**config.mk**
```make
export PLATFORM = sky130hd
export DESIGN_NAME = timer_ctrl
export DESIGN_NICKNAME = d
export VERILOG_FILES = /design/src/rtl/timer_ctrl.sv
export SDC_FILE = /design/constraint.sdc
export NUM_CORES = 1
export LEC_CHECK = 0
export CAP_MARGIN = 20
export CORE_ASPECT_RATIO = 0.75
export CORE_MARGIN = 2
export CORE_UTILIZATION = 40
export CTS_CLUSTER_SIZE = 20
export DETAILED_ROUTE_END_ITERATION = 8
export PLACE_DENSITY = 0.59
export SLEW_MARGIN = 10
export SYNTH_ARGS = -nofsm -noshare
export SYNTH_HDL_FRONTEND = slang
export SYNTH_SLANG_ARGS = --single-unit
```
**constraint.sdc**
```tcl
create_clock -name Clk -period 1.8 [get_ports Clk]
set_clock_uncertainty 0.15 [all_clocks]
set_input_delay 0.54 -clock Clk [delete_from_list [all_inputs] [get_ports Clk]]
set_output_delay 0.54 -clock Clk [all_outputs]
set_load 0.01 [all_outputs]
```
**src/rtl/timer_ctrl.sv**
```systemverilog
// Button front-end and run/pause/stop/setup control for the BCD digit timer.
// Produces Moore level controls and a prescaled count-enable tick.

module timer_ctrl_debounce #(
    parameter int N = 4
) (
    input  logic Clk,
    input  logic reset,
    input  logic btn_i,
    output logic press_o
);

    localparam int CW = $clog2(N);
    localparam logic [CW-1:0] CMAX = CW'(N - 1);

    logic          sync1_q;
    logic          sync2_q;
    logic          level_q;
    logic          level_d;
    logic          prev_q;
    logic [CW-1:0] cnt_q;
    logic [CW-1:0] cnt_d;

    // Level flips only after N consecutive samples that disagree with it.
    always_comb begin
        level_d = level_q;
        cnt_d   = '0;
        if (sync2_q != level_q) begin
            if (cnt_q == CMAX) begin
                level_d = sync2_q;
            end else begin
                cnt_d = cnt_q + 1'b1;
            end
        end
    end

    always_ff @(posedge Clk or posedge reset) begin
        if (reset) begin
            sync1_q <= 1'b0;
            sync2_q <= 1'b0;
            level_q <= 1'b0;
            prev_q  <= 1'b0;
            cnt_q   <= '0;
        end else begin
            sync1_q <= btn_i;
            sync2_q <= sync1_q;
            level_q <= level_d;
            prev_q  <= level_q;
            cnt_q   <= cnt_d;
        end
    end

    assign press_o = level_q & ~prev_q;

endmodule

module timer_ctrl #(
    parameter int DEBOUNCE_CYCLES = 4,
    parameter int TICK_DIV        = 10
) (
    input  logic       Clk,
    input  logic       reset,
    input  logic       btn_start,
    input  logic       btn_pause,
    input  logic       btn_stop,
    input  logic       btn_set,
    output logic       start,
    output logic       pause,
    output logic       stop,
    output logic       set_time,
    output logic       tick,
    output logic [2:0] state_o
);

    typedef enum logic [2:0] {
        IDLE    = 3'd0,
        RUN     = 3'd1,
        PAUSED  = 3'd2,
        STOPPED = 3'd3,
        SETUP   = 3'd4
    } state_e;

    localparam int PW = $clog2(TICK_DIV);
    localparam logic [PW-1:0] PMAX = PW'(TICK_DIV - 1);

    state_e        state_q;
    state_e        state_d;
    logic [PW-1:0] presc_q;
    logic [PW-1:0] presc_d;
    logic          ev_start;
    logic          ev_pause;
    logic          ev_stop;
    logic          ev_set;

    timer_ctrl_debounce #(.N(DEBOUNCE_CYCLES)) u_db_start (
        .Clk     (Clk),
        .reset   (reset),
        .btn_i   (btn_start),
        .press_o (ev_start)
    );

    timer_ctrl_debounce #(.N(DEBOUNCE_CYCLES)) u_db_pause (
        .Clk     (Clk),
        .reset   (reset),
        .btn_i   (btn_pause),
        .press_o (ev_pause)
    );

    timer_ctrl_debounce #(.N(DEBOUNCE_CYCLES)) u_db_stop (
        .Clk     (Clk),
        .reset   (reset),
        .btn_i   (btn_stop),
        .press_o (ev_stop)
    );

    timer_ctrl_debounce #(.N(DEBOUNCE_CYCLES)) u_db_set (
        .Clk     (Clk),
        .reset   (reset),
        .btn_i   (btn_set),
        .press_o (ev_set)
    );

    // Checks run set > stop > pause > start; illegal events fall through.
    always_comb begin
        state_d = state_q;
        case (state_q)
            IDLE: begin
                if (ev_set) begin
                    state_d = SETUP;
                end else if (ev_start) begin
                    state_d = RUN;
                end
            end
            RUN: begin
                if (ev_set) begin
                    state_d = SETUP;
                end else if (ev_stop) begin
                    state_d = STOPPED;
                end else if (ev_pause) begin
                    state_d = PAUSED;
                end
            end
            PAUSED: begin
                if (ev_set) begin
                    state_d = SETUP;
                end else if (ev_stop) begin
                    state_d = STOPPED;
                end else if (ev_pause || ev_start) begin
                    state_d = RUN;
                end
            end
            STOPPED: begin
                if (ev_set) begin
                    state_d = SETUP;
                end
            end
            SETUP: begin
                if (ev_set) begin
                    state_d = IDLE;
                end else if (ev_start) begin
                    state_d = RUN;
                end
            end
            default: begin
                state_d = IDLE;
            end
        endcase
    end

    // Phase restarts whenever RUN is entered, so resume begins a full period.
    always_comb begin
        presc_d = '0;
        if (state_q == RUN && state_d == RUN && presc_q != PMAX) begin
            presc_d = presc_q + 1'b1;
        end
    end

    always_ff @(posedge Clk or posedge reset) begin
        if (reset) begin
            state_q <= IDLE;
            presc_q <= '0;
        end else begin
            state_q <= state_d;
            presc_q <= presc_d;
        end
    end

    assign start    = (state_q == RUN) || (state_q == PAUSED);
    assign pause    = (state_q == PAUSED);
    assign stop     = (state_q == STOPPED);
    assign set_time = (state_q == SETUP);
    assign tick     = (state_q == RUN) && (presc_q == PMAX);
    assign state_o  = state_q;

endmodule
```
==> impl_metrics.ini <==
[status]
outcome = finished, violations left
violations = setup timing

[clocking]
numCtsBuffers = 5
cts_tree = done
insertion_delay_ns = 0.28
clock_sinks = 31
clock-root-buffer = clkbuf_8
cts_htree_levels = 2
clk_pin_slew_ns = 0.06
clock_path_buffers = 2

[setup_path]
max_stage_delay_ns = 0.40
crit_family = flip-flops
path_buf_inv = 2
r2r_cells = 6
cp_max_fo = 4
cp_common_cell = nor3b_2
crit_arrival_ns = 1.26
required_ns = 1.11
crit_chain = buf_6 -> nor3b_2 -> nor3b_2 -> buf_2
cp-start-kind = flip-flop
critical_path.endpoint_type = output port
path_depth = 4
critPathKind = reg -> out
crit_path_top_delay_cell = dfrtp_2

[drt]
drt_iter0_markers = 22
first_pass_iters = 4
via_per_inst = 4.71
vias = 833
route.detailed.drc = 0
ant_nets = 0
wl_per_cell_um = 11.3
routed_wl_um = 2000

[timing]
fmax_mhz = 513
setup_ws_ns = -0.148
hold_viol_final = 0
slew_headroom_pct = 81.3
setup_tns_ns = -0.527
fin_crit_ns = 1.95
grt_setup_unrepaired = yes
finalSetupViolCount = 6
slew_violations = 0
period_share_pct = 108
tightest_slew_ns = 0.280

[layout]
final_core_util_pct = 58.7
diodes = 0
layout-drive-gt1-share_pct = 39.6
final_cell_count_no_fill = 177
nets = 150
area_growth_syn_to_layout_pct = 42.0

[grt]
grt_pass1_wl_um = 3540
antenna_found_initial = 0
grt_max_degree = 32
overflow = 0
grt_usage_pct = 14.4
grt_pass1_vias = 832

[placed_design]
port_buffers = 13
hpwlAfterDp_um = 1260
dp.cells = 156
gp_congestion = 0.709

[power_and_ir_drop]
p_leak_uw = 0.000803
total_power_uw = 2370
p_per_area_nw_per_um2 = 1390
vdd_drop_max_mv = 0.671

[synthesis]
synthesis.area_um2 = 1200
synth_fp_nets = 105
yosys_register_bits = 31
ys_warn_count = 0
synth.distinct_cells = 20
postSynthCellCount = 93
syn_avg_cell_area_um2 = 13.0
ys_seq_area_share_pct = 64.4

[job]
drv_cap = 0

[die]
die_h_um = 51.5
fp.dieW_um = 67.4
initial_core_util_pct = 41.3
ios = 14
die_area_um2 = 3470
coreArea_um2 = 2910
core.rowCount = 17

[worst_hold_path]
hp-class = reg -> reg
whs_path_depth = 0
[cells in the mapped netlist, drive strengths merged]
cell / n / share of area (%)
dfrtp: 31 / 64
nor2b: 9 / 4.7
nor2: 7 / 2.2
o21ai: 7 / 2.9
ha: 6 / 6.2
xnor2: 6 / 4.4
mux2: 4 / 3.7
nor3: 4 / 1.7
nand2: 3 / 0.93
nor3b: 3 / 2.3
a31oi: 2 / 1.0
and2: 2 / 1.0
inv: 2 / 0.62
nand2b: 2 / 1.0
nand3: 2 / 0.83
a21oi: 1 / 0.41
or4: 1 / 0.93
xor2: 1 / 0.73
[worst paths after layout]
path                                    start                 end  slack [ns]
min                        u_db_pause.sync1_q  u_db_pause.sync2_q        0.20
min reg2reg                u_db_pause.sync1_q  u_db_pause.sync2_q        0.20
max in group asynchronous               reset          state_o[1]        0.88
max                                state_o[0]                tick       -0.15
min in group asynchronous               reset     u_db_set.prev_q        0.45
max reg2reg                        state_o[0]          presc_q[3]        0.06
[worst register-to-register path: cells and delay by family, from the launching register on]
family | cells | cell delay [ns]
DFF | 1 | 0.43
and+or+nand+nor | 3 | 0.67
AOI/OAI and AO/OA | 1 | 0.14
buffers and inverters | 2 | 0.28
[final cells by class]
type / count / area [um2]
Fill cell: 253 / 1200
Sequential cell: 31 / 779
Multi-Input combinational cell: 60 / 463
Timing Repair Buffer: 38 / 332
Clock buffer: 7 / 76.3
Tap cell: 38 / 47.5
Inverter: 2 / 7.51
Clock inverter: 1 / 5.00
[placed cells by master, fill, tap and decap left out, types with 3 or more instances in the layout]
cell type        Yosys  layout
xnor2_1              6       5
dfrtp_2              0       3
nor3_1               4       4
ha_1                 6       6
o21ai_0              5       5
buf_2                0       3
nor2b_1              9       8
dfrtp_1             31      28
clkbuf_8             0       5
buf_6                0       7
mux2_2               4       4
clkdlybuf4s50_1      0       5
nand2_1              3       3
nor2_1               7       5
buf_4                0      19
[what timing repair did]
item / 4_1_cts / 5_1_grt
gates cloned: 0 / 0
resized for setup: 40 / 7
pin swaps: 6 / 4
hold buffers: 0 / 0
setup endpoints to repair: 8 / 12
setup buffers: 9 / 4
[per-stage QoR]
| stage | hold slack, ns | area (um2) | worst slack, ns |
|---|---|---|---|
| floorplan | 0.181 | 1200 | 0.0936 |
| global placement | 0.181 | 1490 | -0.273 |
| detailed placement | 0.190 | 1490 | -0.321 |
| CTS | 0.203 | 1660 | -0.143 |
| global route | 0.206 | 1710 | -0.199 |
| finish | 0.199 | 1710 | -0.148 |
[where the power goes]
part           total [uW]  switching, uW  internal (uW)
sequential           1030            133            901
clock                 506            236            270
combinational         832            338            493
[registers in the layout, indices dropped and copies added (netlist names), 2 cells and up]
name,cells
u_db_start.cnt_q,2
presc_q,4
u_db_pause.cnt_q,2
u_db_set.cnt_q,2
state_o,3
u_db_stop.cnt_q,2
[per-layer routing]
metal / share of wire, % / global-route usage, % / vias up
met5: 0 / 0 / -
met4: 2.7 / 10.2 / 0
met3: 5.0 / 5.19 / 7
met2: 47 / 22.4 / 20
met1: 45 / 16.5 / 402
li1: - / - / 404
[kinds of logic (layout without fill, tap and decap cells)]
group           after synthesis  count (layout)  share of synthesized area [%]
fa+ha+maj                     6               6                           6.23
buf+inv                       2              48                          0.623
xor+xnor                      7               7                           5.09
flops                        31              31                           64.4
simple gates                 33              33                           15.6
mux                           4               4                           3.74
compound gates               10              10                           4.36
No activity file was read; power rests on OpenSTA's default activity.
